File: src/rtl/pop_count_pkg.sv
// Shared definitions for the pop_count_arbiter slice.
// Optional feature macro: POP_CNT_STATS_EN (see pop_count_arbiter.sv).
package pop_count_pkg;

    localparam int unsigned POP_DATA_W = 32;
    localparam int unsigned POP_CNT_W  = 6;
    // Widest tag needed for the largest supported NREQ (16).
    localparam int unsigned POP_ID_W   = 4;

    typedef struct packed {
        logic [POP_ID_W-1:0]  id;
        logic [POP_CNT_W-1:0] count;
    } pop_rsp_t;

endpackage

File: src/rtl/pop_count_arbiter_core.sv
// LUT8 popcount core: four byte-wide counts summed into a 6-bit result.
module pop_count_core
    import pop_count_pkg::*;
(
    input  logic [POP_DATA_W-1:0] data,
    output logic [POP_CNT_W-1:0]  count
);

    function automatic logic [3:0] pop8(input logic [7:0] b);
        logic [3:0] s;
        s = '0;
        for (int unsigned i = 0; i < 8; i++) begin
            s = s + {3'b000, b[i]};
        end
        return s;
    endfunction

    // Sum of per-byte counts; max 32 fits in 6 bits.
    always_comb begin
        count = {2'b00, pop8(data[7:0])}   + {2'b00, pop8(data[15:8])}
              + {2'b00, pop8(data[23:16])} + {2'b00, pop8(data[31:24])};
    end

endmodule

File: src/rtl/pop_count_arbiter_rr_arbiter.sv
// Combinational round-robin arbiter: searches req from ptr, wrapping modulo NREQ.
// The pointer register is owned by the instantiating module.
module rr_arbiter #(
    parameter int NREQ = 4,
    localparam int ID_W = $clog2(NREQ)
) (
    input  logic [NREQ-1:0] req,
    input  logic [ID_W-1:0] ptr,
    input  logic            enable,
    output logic [NREQ-1:0] grant,
    output logic [ID_W-1:0] grant_idx
);

    logic found;
    int unsigned idx;

    // First requester at or after ptr wins; nothing is granted when disabled.
    always_comb begin
        grant     = '0;
        grant_idx = '0;
        found     = 1'b0;
        idx       = 0;
        for (int unsigned k = 0; k < NREQ; k++) begin
            idx = (32'(ptr) + k) % NREQ;
            if (!found && req[ID_W'(idx)]) begin
                found     = 1'b1;
                grant_idx = ID_W'(idx);
            end
        end
        if (found && enable) begin
            grant[grant_idx] = 1'b1;
        end
    end

endmodule

File: src/rtl/pop_count_arbiter.sv
// Round-robin shared popcount datapath: NREQ requesters -> S1 operand -> S2 result.
// Optional feature macro: POP_CNT_STATS_EN adds the op_count accepted-request counter.
module pop_count_arbiter
    import pop_count_pkg::*;
#(
    parameter int NREQ = 4,
    localparam int ID_W = $clog2(NREQ)
) (
    input  logic                       clk,
    input  logic                       rst,
    input  logic [NREQ-1:0]            req_valid,
    input  logic [NREQ*POP_DATA_W-1:0] req_data,
    output logic [NREQ-1:0]            req_ready,
    output logic                       rsp_valid,
    output logic [ID_W-1:0]            rsp_id,
    output logic [POP_CNT_W-1:0]       rsp_count,
    input  logic                       rsp_ready
`ifdef POP_CNT_STATS_EN
    ,
    output logic [31:0]                op_count
`endif
);

    logic                  v1;
    logic [POP_DATA_W-1:0] data1;
    logic [ID_W-1:0]       id1;
    logic [ID_W-1:0]       ptr;
    pop_rsp_t              s2;
    logic                  s2_free;
    logic                  s1_free;
    logic                  arb_en;
    logic [NREQ-1:0]       grant;
    logic [ID_W-1:0]       grant_idx;
    logic                  accept;
    logic [POP_DATA_W-1:0] data_sel;
    logic [POP_CNT_W-1:0]  count1;
    logic                  unused_id_hi;

    // Stall chain: S2 frees when empty or draining, S1 frees when empty or S2 frees.
    always_comb begin
        s2_free = !rsp_valid || rsp_ready;
        s1_free = !v1 || s2_free;
        arb_en  = s1_free && !rst;
        accept  = |grant;
    end

    rr_arbiter #(.NREQ(NREQ)) u_arb (
        .req       (req_valid),
        .ptr       (ptr),
        .enable    (arb_en),
        .grant     (grant),
        .grant_idx (grant_idx)
    );

    // One-hot mux of the granted request word.
    always_comb begin
        data_sel = '0;
        for (int unsigned i = 0; i < NREQ; i++) begin
            if (grant[i]) begin
                data_sel = data_sel | req_data[i*POP_DATA_W +: POP_DATA_W];
            end
        end
    end

    pop_count_core u_core (
        .data  (data1),
        .count (count1)
    );

    // S1 operand stage and round-robin pointer.
    always_ff @(posedge clk or posedge rst) begin
        if (rst) begin
            v1    <= 1'b0;
            data1 <= '0;
            id1   <= '0;
            ptr   <= '0;
        end else begin
            if (accept) begin
                v1    <= 1'b1;
                data1 <= data_sel;
                id1   <= grant_idx;
                if (grant_idx == ID_W'(NREQ - 1)) begin
                    ptr <= '0;
                end else begin
                    ptr <= grant_idx + 1'b1;
                end
            end else if (s2_free) begin
                v1 <= 1'b0;
            end
        end
    end

    // S2 result stage: loads whenever it is free, holds under backpressure.
    always_ff @(posedge clk or posedge rst) begin
        if (rst) begin
            rsp_valid <= 1'b0;
            s2        <= '0;
        end else if (s2_free) begin
            rsp_valid <= v1;
            s2.id     <= POP_ID_W'(id1);
            s2.count  <= count1;
        end
    end

    assign req_ready    = grant;
    assign rsp_id       = s2.id[ID_W-1:0];
    assign rsp_count    = s2.count;
    assign unused_id_hi = ^s2.id;

`ifdef POP_CNT_STATS_EN
    logic [31:0] op_cnt_q;

    // Accepted-request counter, wraps naturally at 2^32.
    always_ff @(posedge clk or posedge rst) begin
        if (rst) begin
            op_cnt_q <= '0;
        end else if (accept) begin
            op_cnt_q <= op_cnt_q + 32'd1;
        end
    end

    assign op_count = op_cnt_q;
`endif

endmodule

File: config.mk
export PLATFORM = sky130hd
export DESIGN_NAME = pop_count_arbiter
export DESIGN_NICKNAME = d
export VERILOG_FILES = /design/src/rtl/pop_count_pkg.sv /design/src/rtl/pop_count_arbiter_core.sv /design/src/rtl/pop_count_arbiter_rr_arbiter.sv /design/src/rtl/pop_count_arbiter.sv
export SDC_FILE = /design/constraint.sdc
export NUM_CORES = 1
export LEC_CHECK = 0
export ABC_AREA = 0
export BUFFER_PORTS_ARGS = -buffer_cell sky130_fd_sc_hd__buf_2
export CAP_MARGIN = 10
export CELL_PAD_IN_SITES_DETAIL_PLACEMENT = 0
export CELL_PAD_IN_SITES_GLOBAL_PLACEMENT = 1
export CORE_ASPECT_RATIO = 0.8
export CORE_MARGIN = 1
export CORE_UTILIZATION = 35
export CTS_CLUSTER_DIAMETER = 200
export DETAILED_ROUTE_END_ITERATION = 12
export PLACE_DENSITY = 0.82
export SYNTH_ARGS = -nofsm -noshare
export SYNTH_HDL_FRONTEND = slang
export SYNTH_HIERARCHICAL = 1
export SYNTH_SLANG_ARGS = --single-unit
File: constraint.sdc
create_clock -name clk -period 7.6 [get_ports clk]
set_input_delay 1.14 -clock clk [delete_from_list [all_inputs] [get_ports clk]]
set_output_delay 1.14 -clock clk [all_outputs]
set_load 0.05 [all_outputs]
==> results of run 1 <==
## Yosys cell counts
master	number	area, µm²
a22oi_1	64	480
dfrtp_1	46	1150
inv_1	44	165
nor2_1	35	131
a31oi_1	32	200
fa_1	24	480
nand2_1	24	90.1
clkbuf_1	20	75.1
ha_1	13	163
a21oi_1	6	30.0
buf_6	4	45.0
nand2b_1	4	25.0
a21o_1	3	22.5
mux2_1	3	33.8
buf_2	2	10.0
nor2b_1	2	12.5
xnor2_1	2	17.5
xor2_1	2	17.5
a211o_1	1	8.76
a211oi_4	1	20.0
and2b_1	1	7.51
and3_2	1	7.51
nor2b_4	1	13.8
nor3_2	1	10.0
nor3b_1	1	7.51
nor3b_2	1	12.5
o211ai_1	1	7.51
o21a_1	1	7.51
o21ai_0	1	5.00
o21ai_2	1	8.76
o32a_1	1	10.0
o41ai_1	1	8.76
or4_1	1	7.51
## worst max-delay path, cell delays in order, from the launching register on
cell,delay [ps]
dfrtp_1,340
inv_1,60
fa_1,500
fa_1,520
fa_1,580
fa_1,450
fa_1,540
fa_1,430
fa_1,490
inv_1,50
fa_1,410
fa_1,430
a21o_1,190
a21oi_1,180
xnor2_1,130
nand2_1,60
nand2_1,70
## final cells by class
cell class,count,area share [%]
clock buffer,7,3.36
clock inverter,1,0.118
inverter,44,3.90
multi-input combinational,229,44.0
sequential,46,27.2
tap,115,3.39
timing repair buffer,151,18.1
## worst max path at each step
stage,from,depth (start not counted),end
final,data1[10],16,rsp_count[4]
after global routing,data1[10],18,rsp_count[4]
after CTS,data1[10],18,rsp_count[4]
after detailed placement,data1[10],18,rsp_count[4]
after global placement,data1[10],16,rsp_count[4]
after floorplan,data1[10],16,rsp_count[4]
## metrics by stage
stage               cells  setup WS (ps)  hold WS, ps  area (µm²)  util, %
detailed placement    585           2120          457        4090     45.1
global route          593           1800          493        4240     46.7
finish                593           2100          464        4240     46.7
floorplan             345           2290          439        3290        -
CTS                   593           2080          471        4240     46.7
global placement      585           2190          446        4090     45.1
## layer usage
| layer | routed length [µm] | GRT usage, % |
|---|---|---|
| met1 | 3950 | 22.8 |
| met3 | 437 | 3.01 |
| met2 | 3930 | 30.1 |
| met4 | 61 | 4.36 |
| met5 | 0 | 0 |
## state kept, by name, summed over array words and instances, names as in the netlist
signal / count
ptr: 2
id1: 2
data1: 32
rsp_id: 2
rsp_valid: 1
rsp_count: 6
v1: 1
## cells by family (layout without fill, tap and decap cells)
logic type	after synthesis	count (layout)	share of synthesized area [%]
AOI/OAI and AO/OA	113	113	24.6
and+or+nand+nor	72	72	9.88
buffers and inverters	70	203	8.97
DFF	46	46	35.0
adders and majority gates	37	37	19.5
xor gates and xnor gates	4	4	1.06
muxes	3	3	1.03
==> flow_metrics.env, run 1 <==
export IMPL_hold_buffers=0
export IMPL_worstPathArrival_ps=5720
export IMPL_r2r_slack_ps=2100
export IMPL_reg2reg_to="rsp_count[4]"
export IMPL_ff_latch_area_um2=1150
export IMPL_grt_pass1_wl_mm=13.5
export IMPL_overflow=0
export IMPL_hold_violations=0
export IMPL_final_cell_mix="buf_2, a22oi_1, dfrtp_1, inv_1, nor2_1"
export IMPL_diodes=0
export IMPL_cts_max_path_buffers=2
export IMPL_whs_path_depth=2
export IMPL_grt_setup_unrepaired="false"
export IMPL_r2r_cells=16
export IMPL_min_period_ps=5500
export IMPL_antenna_found_initial=0
export IMPL_n_fill_cell=907
export IMPL_htree_levels=2
export IMPL_mostFrequentLayoutCell="buf_2"
export IMPL_die_x_um=110
export IMPL_numPortBuffers=147
export IMPL_fmax_ghz=0.182
export IMPL_ios=148
export IMPL_synth_cell_types=33
export IMPL_insertion_delay_ps=280
export IMPL_finalCritPeriodShare_pct=72.3
export IMPL_dp_hpwl_mm=6.43
export IMPL_track_usage_pct=17.3
export IMPL_place_gp_congestion=0.792
export IMPL_syn_nets=517
export IMPL_r2r_start="data1[10]"
export IMPL_holdPathEnd="rsp_count[1]"
export IMPL_min_from="rsp_count[1]"
export IMPL_core_um2=9080
export IMPL_drt_pass1_iterations=5
export IMPL_fin_tns_setup_ps=0
export IMPL_cts_repair_resized=0
export IMPL_setup_violations_final=0
export IMPL_run_status="completed"
export IMPL_ant_nets=0
export IMPL_row_count=31
export IMPL_max_slew_margin_pct=21.4
export IMPL_area_growth_pct=28.7
export IMPL_first_iter_violations=104
export IMPL_syn_inst=345
export IMPL_synth_seq_cells=46
export IMPL_routed_wl_mm=8.38
export IMPL_start_kind="register"
export IMPL_synth_warnings=6
export IMPL_nets=649
export IMPL_maxCapViolCount=0
export IMPL_cts_buffers=5
export IMPL_clkTransAtPathRegs_ps=60
export IMPL_initial_core_util_pct=36.3
export IMPL_crit_type="register to register"
export IMPL_min_path_type="register to register"
export IMPL_cts_setup_buffers=0
export IMPL_grt_pass1_vias=2872
export IMPL_endpoint_kind="register"
export IMPL_wl_per_cell_um=14.1
export IMPL_finalClockSkew_ps=7.89
export IMPL_cts_root_buf="clkbuf_16"
export IMPL_via_per_inst=5.01
export IMPL_grt_max_degree=71
export IMPL_multi_input_area_um2=1870
export IMPL_drcViolationCount=0
export IMPL_tritoncts="done"
export IMPL_slew_violations=0
export IMPL_die_height_um=88.8
export IMPL_fp_dieArea_um2=9800
export IMPL_tightest_slew_ps=1170
export IMPL_crit_fanout=2
export IMPL_clock_sinks=46
export IMPL_synthesis_area_um2=3290
export IMPL_yosysSeqAreaShare_pct=35.0
export IMPL_cp_data_required_time_ps=7820
export IMPL_num_vias=2970
export IMPL_drive_gt1_share_pct=34.9
export IMPL_avgSynthCellArea_um2=9.55
Power of run 1 is not shown: default switching activity piles up to over one toggle a cycle in this logic, so the estimate is an artifact.
==> run 2: changes to the inputs <==
CORE_UTILIZATION = 31   (was 35)
PLACE_DENSITY = 0.77   (was 0.82)
clock period = 4.4 ns   (was 7.6 ns; I/O delays follow)
==> flow_metrics.env, run 2 (synthesized netlist as in run 1, its figures left out) <==
export IMPL_crit_slowest_cell="fa_1"
export IMPL_grt_pass1_wl_mm=13.6
export IMPL_max_slew_margin_pct=36.5
export IMPL_drt_pass1_iterations=4
export IMPL_cts_root_buf="clkbuf_16"
export IMPL_grt_setup_unrepaired="true"
export IMPL_setup_violations_final=6
export IMPL_insertion_delay_ps=290
export IMPL_run_status="finished, violations left"
export IMPL_top_register="data1"
export IMPL_global_route_usage_met3_pct=2.97
export IMPL_n_fill_cell=993
export IMPL_num_vias=3035
export IMPL_endpoint_kind="register"
export IMPL_r2r_start="data1[10]"
export IMPL_antenna_found_initial=0
export IMPL_min_path_type="register to register"
export IMPL_r2r_slack_ps=-790
export IMPL_tritoncts="done"
export IMPL_use_met1_pct=21.1
export IMPL_numPortBuffers=147
export IMPL_row_count=33
export IMPL_grt_pass1_vias=2913
export IMPL_first_iter_violations=113
export IMPL_drcViolationCount=0
export IMPL_core_um2=10300
export IMPL_cts_max_path_buffers=2
export IMPL_mostFrequentLayoutCell="buf_2"
export IMPL_place_area_um2=4200
export IMPL_hold_buffers=0
export IMPL_finalClockSkew_ps=7.91
export IMPL_cp_data_required_time_ps=4630
export IMPL_cts_buffers=5
export IMPL_min_from="rsp_count[0]"
export IMPL_diodes=0
export IMPL_crit_chain="inv_2 -> fa_1 -> fa_1 -> fa_1 -> fa_1 -> fa_1 -> fa_1 -> fa_1 -> inv_2 -> fa_2 -> fa_2 -> a21o_1 -> a21oi_2 -> xnor2_1 -> nand2_1 -> nand2_1"
export IMPL_crit_family="adder cells"
export IMPL_crit_type="register to register"
export IMPL_hold_violations=0
export IMPL_final_area_um2=4390
export IMPL_met2_usage_pct=26.4
export IMPL_overflow=0
export IMPL_crit_fanout=2
export IMPL_fp_dieArea_um2=11000
export IMPL_min_period_ps=5190
export IMPL_grt_max_degree=47
export IMPL_fmax_ghz=0.193
export IMPL_crit_buf_inv=2
export IMPL_violations="setup timing"
export IMPL_tightest_slew_ps=951
export IMPL_setup_ws_ps=-792
export IMPL_clock_sinks=46
export IMPL_wl_per_cell_um=13.5
export IMPL_largest_reg_flops=32
export IMPL_clkTransAtPathRegs_ps=70
export IMPL_routed_wl_mm=8.48
export IMPL_whs_path_depth=2
export IMPL_htree_levels=2
export IMPL_finalCritPeriodShare_pct=118
export IMPL_hold_ws_ps=468
export IMPL_initial_core_util_pct=32.0
export IMPL_nets=660
export IMPL_place_gp_congestion=0.761
export IMPL_via_per_inst=4.83
export IMPL_holdPathEnd="rsp_count[0]"
export IMPL_grt_busiest_layer="met2"
export IMPL_ant_nets=0
export IMPL_path_common_cell="fa_1"
export IMPL_die_x_um=117
export IMPL_final_cell_mix="buf_2, a22oi_1, dfrtp_1, inv_1, nor2_1"
export IMPL_reg2reg_to="rsp_count[4]"
export IMPL_drive_gt1_share_pct=37.8
export IMPL_dp_hpwl_mm=6.75
export IMPL_r2r_cells=16
export IMPL_maxCapViolCount=0
export IMPL_start_kind="register"
export IMPL_slew_violations=0
export IMPL_ios=148
export IMPL_area_growth_pct=33.2
export IMPL_track_usage_pct=15.9
export IMPL_max_stage_delay_ps=540
export IMPL_worstPathArrival_ps=5430
export IMPL_die_height_um=94.2
run 2: per-stage QoR:
stage          cells  setup slack (ps)  setup TNS [ps]  util, %
3_3_place_gp     619              -737           -3300     40.8
6_report         629              -792           -3710     42.7
3_5_place_dp     619              -805           -3730     40.8
4_1_cts          627              -801           -3660     42.4
2_1_floorplan    345              -656           -2650        -
5_1_grt          629              -979           -4750     42.7
run 2: tightest hold or removal path, delay by kind of cell, from the launching register on:
| kind | cells | cell delay (ps) |
|---|---|---|
| flops | 1 | 340 |
| simple gates | 2 | 100 |
run 2: cell type report:
| class | instances | area, µm² | share of cell area (%) |
|---|---|---|---|
| multi-input combinational | 229 | 1870 | 42.7 |
| clock buffer | 5 | 125 | 2.85 |
| tap | 140 | 175 | 3.99 |
| sequential | 46 | 1150 | 26.2 |
| clock inverter | 3 | 40.0 | 0.913 |
| inverter | 44 | 165 | 3.76 |
| timing repair buffer | 162 | 856 | 19.5 |
run 2: worst max path at each step:
stage | slack [ps] | startpoint | endpoint | cells after the start
final | -790 | data1[10] | rsp_count[4] | 16
after global routing | -980 | data1[10] | rsp_count[4] | 16
after CTS | -800 | data1[10] | rsp_count[5] | 18
after detailed placement | -800 | data1[10] | rsp_count[5] | 18
after global placement | -740 | data1[10] | rsp_count[4] | 16
after floorplan | -660 | data1[10] | rsp_count[4] | 16
run 2: what timing repair did:
action / in CTS / in global routing
setup endpoints to repair: 6 / 6
cloned: 0 / 0
pin swaps: 2 / 0
setup buffers: 0 / 2
hold endpoints to repair: 0 / 0
gates resized for setup: 2 / 3
run 2: layer usage:
metal / vias up / part of all wire, %
met5: - / 0
met4: 0 / 1.3
met3: 11 / 5.1
met2: 98 / 47
met1: 1433 / 46
li1: 1493 / -
Power of run 2 is left out for the same reason.
